File: config.mk
export PLATFORM = sky130hd
export DESIGN_NAME = lights_multi_flat
export DESIGN_NICKNAME = d
export VERILOG_FILES = /design/src/rtl/lights_multi_pkg.sv /design/src/rtl/lights_multi_if.sv /design/src/rtl/lights_multi_chan.sv /design/src/rtl/lights_multi.sv /design/src/flat_wrapper.sv
export SDC_FILE = /design/constraint.sdc
export NUM_CORES = 1
export LEC_CHECK = 0
export ABC_AREA = 1
export CAP_MARGIN = 0
export CELL_PAD_IN_SITES_DETAIL_PLACEMENT = 1
export CELL_PAD_IN_SITES_GLOBAL_PLACEMENT = 1
export CORE_ASPECT_RATIO = 0.7
export CORE_MARGIN = 3
export CORE_UTILIZATION = 34
export DETAILED_ROUTE_END_ITERATION = 6
export GPL_TIMING_DRIVEN = 0
export HOLD_SLACK_MARGIN = 0.1
export PLACE_DENSITY_LB_ADDON = 0.1
export SYNTH_ARGS = -nofsm -noshare
export SYNTH_HDL_FRONTEND = slang
export SYNTH_SLANG_ARGS = --single-unit
File: constraint.sdc
create_clock -name clk -period 2.29 [get_ports clk]
set_input_delay 0.3435 -clock clk [delete_from_list [all_inputs] [get_ports clk]]
set_output_delay 0.3435 -clock clk [all_outputs]
set_load 0.05 [all_outputs]
File: src/rtl/lights_multi_pkg.sv
// -----------------------------------------------------------------------------
// lights_pkg
// Shared constants and helpers for the multi-channel colour stepper.
//   MODE_*        : encodings of the shared two-bit step mode input
//   RESET_COLOUR  : colour code every channel holds while reset is asserted
//   step_req()    : decodes mode + synchronised button state into a step request
// -----------------------------------------------------------------------------
package lights_pkg;

    localparam logic [1:0] MODE_HOLD  = 2'b00;
    localparam logic [1:0] MODE_PRESC = 2'b01;
    localparam logic [1:0] MODE_EDGE  = 2'b10;

    localparam int unsigned RESET_COLOUR = 32'd1;

    // Step request for one channel. The unused encoding 2'b11 falls into the
    // default branch and behaves exactly like hold mode.
    function automatic logic step_req(
        input logic [1:0] mode,
        input logic       b_s,
        input logic       b_prev,
        input logic       tick
    );
        logic req;
        case (mode)
            MODE_HOLD:  req = b_s;
            MODE_PRESC: req = b_s & tick;
            MODE_EDGE:  req = b_s & ~b_prev;
            default:    req = b_s;
        endcase
        return req;
    endfunction

endpackage

File: src/rtl/lights_multi_if.sv
// -----------------------------------------------------------------------------
// lights_multi_if
// Bundles the shared control inputs and the per-channel outputs of lights_multi.
//   button : per-channel step request (asynchronous to clk)
//   mode   : shared step mode
//   dir    : shared direction, 0 up / 1 down
//   lo, hi : shared legal colour range, quasi-static
//   colour : packed colours, channel i at [i*CW +: CW]
//   wrap   : per-channel one-cycle wrap-around pulse
// master drives the controls (testbench / system), slave is the stepper.
// -----------------------------------------------------------------------------
interface lights_multi_if #(
    parameter int N_CH = 4,
    parameter int CW   = 3
);
    logic [N_CH-1:0]    button;
    logic [1:0]         mode;
    logic               dir;
    logic [CW-1:0]      lo;
    logic [CW-1:0]      hi;
    logic [N_CH*CW-1:0] colour;
    logic [N_CH-1:0]    wrap;

    modport master (
        output button, mode, dir, lo, hi,
        input  colour, wrap
    );

    modport slave (
        input  button, mode, dir, lo, hi,
        output colour, wrap
    );
endinterface

File: src/rtl/lights_multi_chan.sv
// -----------------------------------------------------------------------------
// lights_chan
// One independent colour channel: button synchroniser, press-edge detector,
// range-checked up/down stepping, and registered colour / wrap outputs.
//   i_clk, i_rst_n : clock, asynchronous active-low reset
//   i_button       : raw asynchronous step request for this channel
//   i_mode, i_dir  : shared step mode and direction
//   i_lo, i_hi     : shared legal colour range
//   i_tick         : shared prescaler tick (one cycle every PRESCALE)
//   o_colour       : current colour code (registered)
//   o_wrap         : pulses for the cycle after a range wrap-around (registered)
// -----------------------------------------------------------------------------
module lights_chan
    import lights_pkg::*;
#(
    parameter int CW = 3
) (
    input  logic          i_clk,
    input  logic          i_rst_n,
    input  logic          i_button,
    input  logic [1:0]    i_mode,
    input  logic          i_dir,
    input  logic [CW-1:0] i_lo,
    input  logic [CW-1:0] i_hi,
    input  logic          i_tick,
    output logic [CW-1:0] o_colour,
    output logic          o_wrap
);

    localparam logic [CW-1:0] COLOUR_RST = CW'(RESET_COLOUR);

    logic          r_sync1;
    logic          r_sync2;      // synchronised button level (b_s)
    logic          r_prev;       // b_s one cycle earlier, for press-edge detect
    logic [CW-1:0] r_colour;
    logic          r_wrap;

    logic          w_req;
    logic [CW-1:0] w_colour_nxt;
    logic          w_wrap_nxt;

    // Two-flop synchroniser plus edge history; history tracks b_s in every
    // mode so entering press-edge mode with a held button does not step.
    always_ff @(posedge i_clk or negedge i_rst_n) begin
        if (!i_rst_n) begin
            r_sync1 <= 1'b0;
            r_sync2 <= 1'b0;
            r_prev  <= 1'b0;
        end else begin
            r_sync1 <= i_button;
            r_sync2 <= r_sync1;
            r_prev  <= r_sync2;
        end
    end

    // Step request decode for the current mode.
    always_comb begin
        w_req = step_req(i_mode, r_sync2, r_prev, i_tick);
    end

    // Next colour / wrap: an inverted range pins to lo, an out-of-range colour
    // snaps back into range without a wrap, otherwise a request steps with wrap.
    always_comb begin
        w_colour_nxt = r_colour;
        w_wrap_nxt   = 1'b0;
        if (i_lo > i_hi) begin
            w_colour_nxt = i_lo;
        end else if ((r_colour < i_lo) || (r_colour > i_hi)) begin
            w_colour_nxt = i_dir ? i_hi : i_lo;
        end else if (w_req) begin
            if (i_dir == 1'b0) begin
                if (r_colour == i_hi) begin
                    w_colour_nxt = i_lo;
                    w_wrap_nxt   = 1'b1;
                end else begin
                    w_colour_nxt = r_colour + CW'(1'b1);
                end
            end else begin
                if (r_colour == i_lo) begin
                    w_colour_nxt = i_hi;
                    w_wrap_nxt   = 1'b1;
                end else begin
                    w_colour_nxt = r_colour - CW'(1'b1);
                end
            end
        end else begin
            w_colour_nxt = r_colour;
        end
    end

    // Colour and wrap registers.
    always_ff @(posedge i_clk or negedge i_rst_n) begin
        if (!i_rst_n) begin
            r_colour <= COLOUR_RST;
            r_wrap   <= 1'b0;
        end else begin
            r_colour <= w_colour_nxt;
            r_wrap   <= w_wrap_nxt;
        end
    end

    assign o_colour = r_colour;
    assign o_wrap   = r_wrap;

endmodule

File: src/rtl/lights_multi.sv
// -----------------------------------------------------------------------------
// lights_multi
// N_CH independent colour steppers sharing mode, direction, range and a single
// free-running prescaler.
//   clk  : clock, all state updates on its rising edge
//   rst  : asynchronous active-low reset
//   bus  : lights_multi_if.slave (button, mode, dir, lo, hi in; colour, wrap out)
// Parameters: N_CH channels (1..16), CW colour bits (2..8),
//             PRESCALE auto-step period in cycles (2..65536).
// -----------------------------------------------------------------------------
module lights_multi
    import lights_pkg::*;
#(
    parameter int N_CH     = 4,
    parameter int CW       = 3,
    parameter int PRESCALE = 8
) (
    input  logic           clk,
    input  logic           rst,
    lights_multi_if.slave  bus
);

    // Counter width: $clog2 of the period holds 0..PRESCALE-1; PRESCALE=2 needs 1 bit.
    localparam int             PW      = (PRESCALE > 2) ? $clog2(PRESCALE) : 1;
    localparam logic [PW-1:0]  TICK_AT = PW'(PRESCALE - 1);

    logic [PW-1:0] r_cnt;
    logic          w_tick;
    logic [CW-1:0] w_colour [N_CH];
    logic [N_CH-1:0] w_wrap;

    assign w_tick = (r_cnt == TICK_AT);

    // Shared free-running prescaler, 0..PRESCALE-1.
    always_ff @(posedge clk or negedge rst) begin
        if (!rst) begin
            r_cnt <= '0;
        end else if (w_tick) begin
            r_cnt <= '0;
        end else begin
            r_cnt <= r_cnt + PW'(1'b1);
        end
    end

    for (genvar gi = 0; gi < N_CH; gi++) begin : g_chan
        lights_chan #(
            .CW (CW)
        ) u_chan (
            .i_clk    (clk),
            .i_rst_n  (rst),
            .i_button (bus.button[gi]),
            .i_mode   (bus.mode),
            .i_dir    (bus.dir),
            .i_lo     (bus.lo),
            .i_hi     (bus.hi),
            .i_tick   (w_tick),
            .o_colour (w_colour[gi]),
            .o_wrap   (w_wrap[gi])
        );
    end

    // Pack the per-channel registered colours onto the shared output bus.
    always_comb begin
        bus.colour = '0;
        for (int i = 0; i < N_CH; i++) begin
            bus.colour[i*CW +: CW] = w_colour[i];
        end
        bus.wrap = w_wrap;
    end

endmodule

File: src/flat_wrapper.sv
// flat-port wrapper written by rule: the top's interface ports become plain ports
module lights_multi_flat import lights_pkg::*;
#(
    parameter int N_CH     = 4,
    parameter int CW       = 3,
    parameter int PRESCALE = 8
)
  (clk, rst, bus_button, bus_mode, bus_dir, bus_lo, bus_hi, bus_colour, bus_wrap);
  lights_multi_if #(.N_CH(N_CH), .CW(CW)) bus_i ();
  input  logic clk;
  input  logic rst;
  input wire logic [$bits(bus_i.button)-1:0] bus_button;
  input wire logic [$bits(bus_i.mode)-1:0] bus_mode;
  input wire logic [$bits(bus_i.dir)-1:0] bus_dir;
  input wire logic [$bits(bus_i.lo)-1:0] bus_lo;
  input wire logic [$bits(bus_i.hi)-1:0] bus_hi;
  output wire logic [$bits(bus_i.colour)-1:0] bus_colour;
  output wire logic [$bits(bus_i.wrap)-1:0] bus_wrap;
  assign bus_i.button = bus_button;
  assign bus_i.mode = bus_mode;
  assign bus_i.dir = bus_dir;
  assign bus_i.lo = bus_lo;
  assign bus_i.hi = bus_hi;
  assign bus_colour = bus_i.colour;
  assign bus_wrap = bus_i.wrap;
  lights_multi #(.N_CH(N_CH), .CW(CW), .PRESCALE(PRESCALE)) u_core (.clk(clk), .rst(rst), .bus(bus_i));
endmodule
* After elaboration in Yosys (flattened, before gate mapping)
Index checks and enable logic that the tools add are counted.
** Storage, ports and cells
- Flip-flop bits (word level) :: 31
- Input port bits :: 15
- Output and inout port bits :: 16
- Logic and storage cells :: 124
** Operators by class
- Add/sub/neg operators :: 9
- Order comparisons :: 9
- Equality and inequality tests :: 11
- Multiplexer cells :: 54
- Bitwise gates (word level) :: 12
- Reduce and logical (&&, ||, !) cells :: 8
** Operators by type and width (number)
- 2-to-1 mux 3 bit :: 26
- == test 3 bit :: 8
- 2-to-1 mux 1 bit :: 24
- adder 3 x 1 -> 3 bit (second input constant) :: 5
- > comparator 3 bit :: 5
- less-than comparator 3 bit :: 4
- nonzero test 3 bit :: 4
- subtractor 3 x 1 -> 3 bit (second input constant) :: 4
- bitwise AND 1 bit :: 8
- case mux 1 bit (2 select lines) :: 4
- logical OR 1 bit :: 4
- inverter 1 bit :: 4
- == test 3 bit (second input constant) :: 1
- == test 2 x 1 -> 1 bit (second input constant) :: 1
- == test 2 bit (second input constant) :: 1

* Longest topological paths before layout
Gate-level depths: netlist of the first run.
- Depth in word-level cells :: 6
- Gate-level depth with buffers :: 12
- Depth with buffers taken out :: 12

* By module
A second synthesis of the first run with hierarchy kept.
** Second synthesis, totals
- Cell total of the unflattened synthesis :: 482
- Area total of the unflattened synthesis :: 3306.9 µm²
** By module, submodules not included
- lights_chan :: times used 4, cells an instance 119, area each 800.8 µm², seq. area each 176.4 µm²
- lights_multi :: times used 1, cells an instance 6, area each 103.8 µm², seq. area each 75.1 µm²

* Worst setup path before layout of the first run
No wires, ideal clock.
- Path type :: register to register
- Start point :: reg u_core.g_chan[0].u_chan.r_colour[0]
- End point :: reg u_core.g_chan[0].u_chan.r_colour[1]
- Setup time :: 119 ps
- Data arrival time :: 1793 ps
- Required time :: 2171 ps
- Path slack :: 378 ps
- Stages on the path, launching flop included :: 10
- Path buffers :: 0
- Period minus slack after synthesis :: 1912 ps
- Cells stage by stage :: dfstp_2 -> inv_1 -> ha_1 -> nand3_1 -> nand2_1 -> nand2_2 -> nor2_1 -> inv_1 -> nor2_1 -> nor2_1
** On the way
- Word-level cells in the longest chain between the ends :: 6
- Elaborated cells between the ends (all ways) :: 14
- Classes of those cells :: add/sub: 2; order compare: 2; eq/ne: 2; mux: 6; reduce/logical: 2
** Ends and longest elaborated chain
- from (decl) :: line lights_multi_chan.sv:35 : logic [CW-1:0] r_colour;
- from (signal assigned) :: line lights_multi_chan.sv:97 : r_colour <= w_colour_nxt;
- adder 3 x 1 -> 3 bit, or another cell as far along :: line lights_multi_chan.sv:76 : w_colour_nxt = r_colour + CW'(1'b1);
- 2-to-1 mux 3 bit, on equally long branches :: line lights_multi_chan.sv:72, lights_multi_chan.sv:79
- 2-to-1 mux 3 bit :: line lights_multi_chan.sv:71 : if (i_dir == 1'b0) begin
- 2-to-1 mux 3 bit :: line lights_multi_chan.sv:70 : end else if (w_req) begin
- 2-to-1 mux 3 bit :: line lights_multi_chan.sv:68 : end else if ((r_colour < i_lo) || (r_colour > i_hi)) begin
- 2-to-1 mux 3 bit :: line lights_multi_chan.sv:66 : if (i_lo > i_hi) begin
Several ways; a longest one is shown, not always the timed one. The select of a mux whose other input is x is not followed.
A chain may end at the register's enable or synchronous reset.

* Worst setup path in the final report of the first run
- Start point :: in bus_hi[0]
- End point :: reg u_core.g_chan[2].u_chan.r_colour[2]
** On the way
- Word-level cells in the longest chain between the ends :: 6
- Elaborated cells between the ends (all ways) :: 10
- Classes of those cells :: order compare: 2; eq/ne: 1; mux: 5; reduce/logical: 2
** Ends and longest elaborated chain
- from (decl) :: line flat_wrapper.sv:16 : input wire logic [$bits(bus_i.hi)-1:0] bus_hi;
- == test 3 bit :: line lights_multi_chan.sv:72 : if (r_colour == i_hi) begin
- 2-to-1 mux 3 bit :: line lights_multi_chan.sv:72
- 2-to-1 mux 3 bit :: line lights_multi_chan.sv:71
- 2-to-1 mux 3 bit :: line lights_multi_chan.sv:70
- 2-to-1 mux 3 bit :: line lights_multi_chan.sv:68
- 2-to-1 mux 3 bit :: line lights_multi_chan.sv:66
- to (signal assigned) :: line lights_multi_chan.sv:97
- to (decl) :: line lights_multi_chan.sv:35
Several ways; a longest one is shown, not always the timed one. The select of a mux whose other input is x is not followed.

==> qor.yml, run 1 <==
power_and_ir_drop:
  peakVddDrop_mv: 0.586
  intPower_mw: 2.16
  p_switching_mw: 2.38
  pwr-share-clk_pct: 14.3
  pwr-share-comb_pct: 64.8
  seqPwrFrac_pct: 20.8
  swShare_pct: 52.4
  leakagePower_nw: 1.82
  power_density_mw_per_mm2: 1350
sta:
  hold_viol_final: 0
  fin_skew_ns: 0.00368
  fin_crit_sh_pct: 94.1
  slew_headroom_pct: 53.3
  holdWs_ns: 0.111
  max_freq_mhz: 464
  rsz0062_at_grt: "no"
  tightest_slew_ns: 0.701
  slew_viol_final: 0
  finalSetupViolations: 0
  setup_slack_ns: 0.135
  post-route-min-period_ns: 2.16
floorplanning:
  die-area_sq_mm: 0.00902
  initial_core_util_pct: 35.9
  die_w_microns: 112
  io_pins: 31
  rows: 26
  die_y_microns: 80.4
  core_sq_mm: 0.00748
yosys:
  avgSynthCellArea_sq_um: 6.84
  synth_seq_cells: 31
  synth_cells: 393
  yosysWarnings: 0
  synthesis.nets: 446
  synth_top_area_share_pct: 25.2
  netlist_area_sq_mm: 0.00269
  yosys.area.top_type: "dfrtp_1"
  ys_seq_area_share_pct: 29.1
  synth_cell_types: 28
  synthTopCellsByArea: "dfrtp_1 (25%), nand2_1 (21%), ha_1 (18%), nor2_1 (8.4%), inv_1 (4.9%)"
route:
  first_iter_violations: 101
  postRouteAntennaNets: 0
  vias_per_cell: 4.93
  wl_mm: 8.42
  num_vias: 2655
  drc_errors: 0
  wl_per_cell_microns: 15.6
  firstDrtPassIters: 4
global_routing:
  gr-total-overflow: 0
  grt_pass1_vias: 2669
  grt_usage_pct: 19.7
  antenna_found_initial: 0
  grt_pass1_wl_mm: 13.9
  grt_max_degree: 32
cts:
  clk_path_buf_depth: 2
  cts_sinks: 31
  path_clk_slew_ns: 0.05
  cts_tree: "yes"
  htreeDepth: 2
  cts_root_buf: "clkbuf_16"
  clk_latency_ns: 0.28
  holdBufCountCts: 0
  cts_buffers: 5
placement:
  portBuffers: 29
  dp_cells: 520
  post-dp-hpwl_mm: 6.43
  dp_slack_ns: -0.224
  gp_congestion: 0.821
cells_and_area:
  mostFrequentLayoutCell: "nand2_1"
  multiInputGateArea_sq_mm: 0.00176
  drive_above_1_share_pct: 12.3
  fillers: 988
  diodes: 0
  final_cell_mix: "nand2_1 (144), nor2_1 (60), ha_1 (35), inv_1 (33)"
  final_nets: 492
  area_delta_synth_final_pct: 25.2
  regArea_sq_um: 781
  fin_cells: 538
flow_run:
  maxCapViolations: 0
critical_path:
  ff2ff_setup_slack_ns: 0.25
  reg2reg_depth: 9
  path_class: "input port to register"
  start_kind: "input port"
  critPathMaxFanout: 7
  reg2reg_to: "u_core.g_chan[2].u_chan.o_colour[2]"
  end_kind: "register"
  worstPathArrival_ns: 2.31
  r2r-start: "u_core.g_chan[2].u_chan.o_colour[0]"
  required_ns: 2.44
hold_path:
  min_path_type: "input port to async pin"
run_status:
  status: "finished clean"
## layer usage
metal	GRT usage [%]	share of wire (%)	vias to the layer above
li1	-	-	1343
met1	27.1	50	1264
met2	33.5	45	46
met3	3.31	4.7	2
met4	2.52	0.21	0
met5	0	0	-
## state kept, by name (all words and copies together), names as in the netlist
register and count:
u_core.g_chan.u_chan.o_colour 12, u_core.g_chan.u_chan.o_wrap 4, u_core.g_chan.u_chan.r_prev 4, u_core.g_chan.u_chan.r_sync1 4, u_core.g_chan.u_chan.r_sync2 4, u_core.r_cnt 3
## kinds of logic (layout without fill, tap and decap cells)
group | count (synthesis) | count (layout) | share of synthesized area (%)
buffers and inverters | 44 | 90 | 7.45
AND/OR/NAND/NOR | 250 | 251 | 39.0
flip-flops | 31 | 31 | 29.1
adder cells (fa/ha/maj) | 38 | 38 | 17.7
XOR/XNOR | 6 | 6 | 1.96
AO/OA/AOI/OAI | 24 | 24 | 4.84
## metrics by stage
step | setup TNS [ns] | utilization (%) | power, mW | area (sq um)
after floorplan | 0 | - | 2.96 | 2690
after global placement | -1.71 | 41.4 | 3.68 | 3100
after detailed placement | -2.30 | 41.4 | 3.78 | 3090
after CTS | 0 | 43.2 | 4.46 | 3240
after global routing | 0 | 45.0 | 5.04 | 3360
final | 0 | 45.0 | 4.54 | 3360
## power groups by stage
stage / clock network (mW) / registers (mW) / logic (mW)
2_1_floorplan: 0 / 1.26 / 1.70
3_3_place_gp: 0 / 0.948 / 2.74
3_5_place_dp: 0 / 0.950 / 2.83
4_1_cts: 0.660 / 0.942 / 2.86
5_1_grt: 0.694 / 0.989 / 3.35
6_report: 0.651 / 0.947 / 2.95
## critical path, stage by stage
cell	delay [ns]
clkdlybuf4s50_1	0.63
ha_1	0.39
nand3_1	0.23
nand2_1	0.21
nand2_2	0.12
o21ai_0	0.18
inv_1	0.07
nand2_1	0.06
nand3_1	0.07
## worst max-delay path by stage
stage	start	end	slack, ns	cells past startpoint
6_report	bus_hi[0]	u_core.g_chan[2].u_chan.o_colour[2]	0.13	9
2_1_floorplan	u_core.g_chan[0].u_chan.o_colour[0]	u_core.g_chan[0].u_chan.o_colour[1]	0.38	9
5_1_grt	bus_lo[1]	u_core.g_chan[1].u_chan.o_colour[2]	0.01	11
4_1_cts	bus_lo[2]	u_core.g_chan[2].u_chan.o_colour[2]	0.06	10
3_5_place_dp	bus_lo[2]	u_core.g_chan[2].u_chan.o_colour[2]	-0.22	10
3_3_place_gp	bus_lo[0]	u_core.g_chan[0].u_chan.o_colour[1]	-0.19	10
## cell type report
class                           instances  area share [%]
Buffer                                  6            1.56
Clock buffer                            6            3.83
Clock inverter                          2           0.372
Inverter                               38            4.50
Multi-Input combinational cell        319            52.3
Sequential cell                        31            23.2
Tap cell                               98            3.64
Timing Repair Buffer                   38            10.6
## repair_timing
| action | CTS | global route |
|---|---|---|
| hold endpoints to repair | 0 | 0 |
| gates resized for setup | 0 | 13 |
| endpoints found under the setup margin | 0 | 13 |
| setup buffers | 0 | 9 |
## synthesized netlist by cell type, drive strengths merged
| cell | number |
|---|---|
| a21boi | 1 |
| a21oi | 13 |
| and2 | 1 |
| buf | 6 |
| dfrtp | 27 |
| dfstp | 4 |
| ha | 38 |
| inv | 38 |
| nand2 | 155 |
| nand3 | 21 |
| nand3b | 3 |
| nand4 | 5 |
| nor2 | 61 |
| nor3 | 2 |
| nor4 | 2 |
| o21ai | 10 |
| xnor2 | 6 |
Power figures use the tool's default switching activity.
==> inputs of run 2 (changes only) <==
- clock period: 2.29 -> 2.5 ns (I/O delays scaled with it)
==> qor.yml, run 2 (synthesis gave the netlist of run 1 again) <==
power_and_ir_drop:
  totalPowerFinal_mw: 4.05  # -11%
  peakVddDrop_mv: 0.577  # -1.5%
  leakagePower_nw: 1.78  # -2.7%
  power_density_mw_per_mm2: 1250  # -7.2%
floorplanning:
  io_pins: 31  # unchanged
  initial_core_util_pct: 35.9  # unchanged
  core_sq_mm: 0.00748  # unchanged
  rows: 26  # unchanged
  die_w_microns: 112  # unchanged
  die_y_microns: 80.4  # unchanged
  die-area_sq_mm: 0.00902  # unchanged
placement:
  post-dp-hpwl_mm: 6.43  # unchanged
  portBuffers: 29  # unchanged
  place_area_sq_mm: 0.00309  # unchanged
  dp_cells: 520  # unchanged
  gp_congestion: 0.821  # unchanged
sta:
  rsz0062_at_grt: "no"
  tightest_slew_ns: 0.703  # +0.00245 ns
  finalSetupTns_ns: 0  # unchanged
  max_freq_mhz: 446
  finalSetupViolations: 0  # unchanged
  slew_viol_final: 0  # unchanged
  hold_viol_final: 0  # unchanged
  fin_skew_ns: 0.00239  # -0.00129 ns
  slew_headroom_pct: 53.1  # -0.16 points
  fin_crit_sh_pct: 89.7
  post-route-min-period_ns: 2.24
route:
  vias_per_cell: 4.92  # -0.37%
  num_vias: 2596  # -2.2%
  firstDrtPassIters: 4  # unchanged
  first_iter_violations: 73  # -28%
  wl_mm: 8.26  # -1.9%
  drc_errors: 0  # unchanged
  postRouteAntennaNets: 0  # unchanged
  wl_per_cell_microns: 15.6  # about the same
cells_and_area:
  fillers: 991  # +0.30%
  stdcell_area_sq_mm: 0.00324  # -3.8%
  largest_reg_flops: 12  # unchanged
  final_nets: 482  # -2.0%
  final_core_util_pct: 43.2  # -1.7 points
  fin_cells: 528  # -1.9%
  diodes: 0  # unchanged
  drive_above_1_share_pct: 8.14  # -4.1 points
  area_delta_synth_final_pct: 20.4
  final_cell_mix: "nand2_1 (147), nor2_1 (60), ha_1 (38), inv_1 (35), clkdlybuf4s50_1 (28)"
  mostFrequentLayoutCell: "nand2_1"
cts:
  cts_resized: 0  # unchanged
  path_clk_slew_ns: 0.05  # about the same
  clk_path_buf_depth: 2  # unchanged
  clk_latency_ns: 0.28  # about the same
  cts_buffers: 5  # unchanged
  cts_tree: "yes"
  cts_root_buf: "clkbuf_16"
  cts_sinks: 31  # unchanged
  holdBufCountCts: 0  # unchanged
  htreeDepth: 2  # unchanged
  cts.repair_timing.setup_buffer_count: 0  # unchanged
critical_path:
  required_ns: 2.65  # +0.21 ns
  path_class: "input port to register"
  crit_chain: "clkdlybuf4s50_1 > inv_1 > ha_1 > nand2_1 > o21ai_0 > nand2_2 > o21ai_0 > inv_1 > nand2_1 > nand3_1"
  end_kind: "register"
  startpoint: "bus_lo[2]"
  critical_path.max_stage_delay_ns: 0.53  # -0.10 ns
  worstPathArrival_ns: 2.39  # +0.08 ns
  critPathMaxFanout: 7  # unchanged
  crit_path_top_delay_cell: "clkdlybuf4s50_1"
  r2r-start: "u_core.g_chan[2].u_chan.o_colour[0]"
  ff2ff_setup_slack_ns: 0.45  # +0.20 ns
  start_kind: "input port"
run_status:
  status: "finished clean"
hold_path:
  min_path_type: "input port to async pin"
global_routing:
  gr-total-overflow: 0  # unchanged
  grt_max_degree: 32  # unchanged
  antenna_found_initial: 0  # unchanged
  grt_usage_pct: 19.7  # unchanged
  grt_pass1_vias: 2669  # unchanged
  grt_pass1_wl_mm: 13.9  # unchanged
flow_run:
  maxCapViolations: 0  # unchanged
==> run 2: changes by cell type in the layout (fill, tap and decap cells not counted), sizes merged <==
cell	delta
nand2	-1
dlymetal6s2s	-1
inv	+1
clkdlybuf4s50	+1
buf	-9
clkinvlp	-1
==> run 2: metrics by stage <==
step | hold WS [ns] | setup slack [ns]
after floorplan | 0.0794 | 0.588
after CTS | 0.175 | 0.240
after global routing | 0.201 | 0.0488
after global placement | 0.332 | -0.0124
after detailed placement | 0.336 | -0.0452
final | 0.142 | 0.258
==> run 2: power by group <==
group	switching [mW]	internal [mW]	leakage (nW)	total, mW
logic	1.69	0.914	1.34	2.60
clock network	0.230	0.367	0.0669	0.598
registers	0.207	0.646	0.371	0.853
total	2.13	1.93	1.78	4.05
==> run 2: routing by layer <==
metal,vias up,track usage (%),share of wire (%)
met5,-,0,0
met4,0,2.52,0.52
met3,5,3.31,4.9
met2,45,33.5,45
met1,1224,27.1,50
li1,1322,-,-
==> run 2: layout make-up <==
cell class,count,area (sq um),area share [%]
repair buffers,29,285,8.82
plain buffers,6,52.6,1.62
flip-flops and latches,31,781,24.1
clock inverters,2,12.5,0.387
inverters,38,148,4.56
clock buffers,6,129,3.98
multi-input cells,318,1710,52.7
well taps,98,123,3.79
==> run 2: path summary, 6_finish.rpt <==
| kind | end | cells past startpoint |
|---|---|---|
| max | u_core.g_chan[2].u_chan.o_colour[2] | 10 |
| min reg2reg | u_core.g_chan[0].u_chan.r_sync2 | 0 |
| max reg2reg | u_core.g_chan[2].u_chan.o_colour[2] | 9 |
| min | u_core.r_cnt[0] | 1 |
| max in group asynchronous | u_core.g_chan[0].u_chan.o_wrap | 1 |
| min in group clk | u_core.g_chan[0].u_chan.r_sync2 | 0 |
==> run 2: worst max-delay path: cells and delay by family <==
family / cells / cell delay [ns]
compound gates: 2 / 0.46
fa+ha+maj: 1 / 0.38
buf+inv: 3 / 0.81
simple gates: 4 / 0.35
==> inputs of run 3 (changes only) <==
- CAP_MARGIN: 0 -> 20
- PLACE_DENSITY: not set -> 0.81
- PLACE_DENSITY_LB_ADDON: 0.1 -> not set
==> qor.yml, run 3 (synthesis gave the netlist of run 1 again) <==
placement:
  place_area_sq_mm: 0.00309  # unchanged
  portBuffers: 29  # unchanged
  post-dp-hpwl_mm: 6.66  # +3.7%
  gp_congestion: 0.813  # -0.96%
floorplanning:
  die_w_microns: 112  # unchanged
  die-area_sq_mm: 0.00902  # unchanged
  io_pins: 31  # unchanged
  die_y_microns: 80.4  # unchanged
  core_sq_mm: 0.00748  # unchanged
  initial_core_util_pct: 35.9  # unchanged
  rows: 26  # unchanged
cells_and_area:
  final_cell_mix: "nand2_1 (147), nor2_1 (60), ha_1 (38), inv_1 (35), clkdlybuf4s50_1 (28)"
  largest_reg_flops: 12  # unchanged
  final_nets: 482  # unchanged
  diodes: 0  # unchanged
  drive_above_1_share_pct: 8.37  # +0.23 points
  mostFrequentLayoutCell: "nand2_1"
  stdcell_area_sq_mm: 0.00324  # +0.27%
  area_delta_synth_final_pct: 20.8
route:
  first_iter_violations: 64  # -12%
  vias_per_cell: 5.06  # +3.0%
  wl_mm: 8.64  # +4.6%
  firstDrtPassIters: 4  # unchanged
  num_vias: 2673  # +3.0%
  postRouteAntennaNets: 0  # unchanged
  wl_per_cell_microns: 16.4  # +4.6%
  drc_errors: 0  # unchanged
run_status:
  status: "finished clean"
sta:
  hold_viol_final: 0  # unchanged
  holdWs_ns: 0.131  # -0.0111 ns
  max_freq_mhz: 431  # -3.3%
  slew_headroom_pct: 52.1  # -1.0 points
  fin_crit_sh_pct: 92.8  # +3.1 points
  slew_viol_final: 0  # unchanged
  tightest_slew_ns: 0.719  # +0.0155 ns
  fin_skew_ns: 0.00810  # +0.00572 ns
  finalSetupViolations: 0  # unchanged
  post-route-min-period_ns: 2.32  # +0.0766 ns
  rsz0062_at_grt: "no"
cts:
  clk_path_buf_depth: 2  # unchanged
  holdBufCountCts: 0  # unchanged
  clk_latency_ns: 0.28  # about the same
  cts_buffers: 5  # unchanged
  htreeDepth: 2  # unchanged
  cts_root_buf: "clkbuf_16"
  cts_sinks: 31  # unchanged
  cts.repair_timing.setup_buffer_count: 0  # unchanged
  cts_resized: 0  # unchanged
  path_clk_slew_ns: 0.06  # about the same
  cts_tree: "yes"
hold_path:
  min_path_type: "input port to async pin"
global_routing:
  grt_max_degree: 32  # unchanged
  antenna_found_initial: 0  # unchanged
  grt_pass1_wl_mm: 14.3  # +2.8%
  gr-total-overflow: 0  # unchanged
  grt_pass1_vias: 2821  # +5.7%
  grt_usage_pct: 20.3  # +0.57 points
critical_path:
  critPathBufInv: 2  # -1
  worstPathArrival_ns: 2.44  # +0.05 ns
  crit_path_top_delay_cell: "clkdlybuf4s50_1"
  critical_path.max_stage_delay_ns: 0.57  # +0.04 ns
  end_kind: "register"
  required_ns: 2.62  # -0.03 ns
  critPathMaxFanout: 7  # unchanged
  crit_top_cell: "nand2_1"
  crit_family: "buffers and inverters"
  crit_chain: "clkdlybuf4s50_1 > inv_1 > ha_1 > nand2_1 > o21ai_1 > nand2_1 > nor4_1"
  path_class: "input port to register"
  start_kind: "input port"
flow_run:
  maxCapViolations: 0  # unchanged
power_and_ir_drop:
  power_density_mw_per_mm2: 1270  # +1.4%
  leakagePower_nw: 1.78  # +0.18%
  totalPowerFinal_mw: 4.12  # +1.6%
  peakVddDrop_mv: 0.675  # +17%
## run 3: final cells by class
type                    count  area (sq um)
plain buffers               6          52.6
clock buffers               5           125
clock inverters             3          25.0
fillers                   972          4240
inverters                  38           148
multi-input cells         318          1710
flip-flops and latches     31           781
well taps                  98           123
repair buffers             29           285
## run 3: per-stage QoR
stage	util (%)	TNS [ns]	setup slack, ns	std cells
floorplan	-	0	0.588	393
global placement	41.4	-0.0385	-0.0200	520
detailed placement	41.4	-0.313	-0.0955	520
global route	43.4	0	0.0531	528
finish	43.4	0	0.181	528
CTS	43.4	0	0.105	528
## run 3: power breakdown
| group | internal [mW] | leakage [nW] | switching, mW |
|---|---|---|---|
| clock | 0.372 | 0.0700 | 0.241 |
| combinational | 0.918 | 1.34 | 1.73 |
| sequential | 0.646 | 0.371 | 0.213 |
| total | 1.94 | 1.78 | 2.19 |
## run 3: final timing paths
kind | startpoint | endpoint | slack [ns] | cells past startpoint
worst max-delay path | bus_lo[1] | u_core.g_chan[1].u_chan.o_wrap | 0.18 | 7
worst min-delay path | rst | u_core.g_chan[0].u_chan.o_colour[1] | 0.13 | 1
worst max register to register | u_core.g_chan[2].u_chan.o_colour[0] | u_core.g_chan[2].u_chan.o_colour[2] | 0.32 | 9
worst min register to register | u_core.g_chan[2].u_chan.r_sync1 | u_core.g_chan[2].u_chan.r_sync2 | 0.35 | 0
max in group asynchronous | rst | u_core.g_chan[1].u_chan.o_colour[1] | 1.89 | 1
min in group clk | u_core.g_chan[2].u_chan.r_sync1 | u_core.g_chan[2].u_chan.r_sync2 | 0.35 | 0
## run 3: per-layer routing
| metal | GRT usage [%] | vias up | wire, microns |
|---|---|---|---|
| met5 | 0 | - | 0 |
| met4 | 5.64 | 0 | 167 |
| met3 | 3.46 | 18 | 369 |
| met2 | 33.8 | 44 | 3920 |
| met1 | 27.2 | 1293 | 4180 |
| li1 | - | 1318 | - |
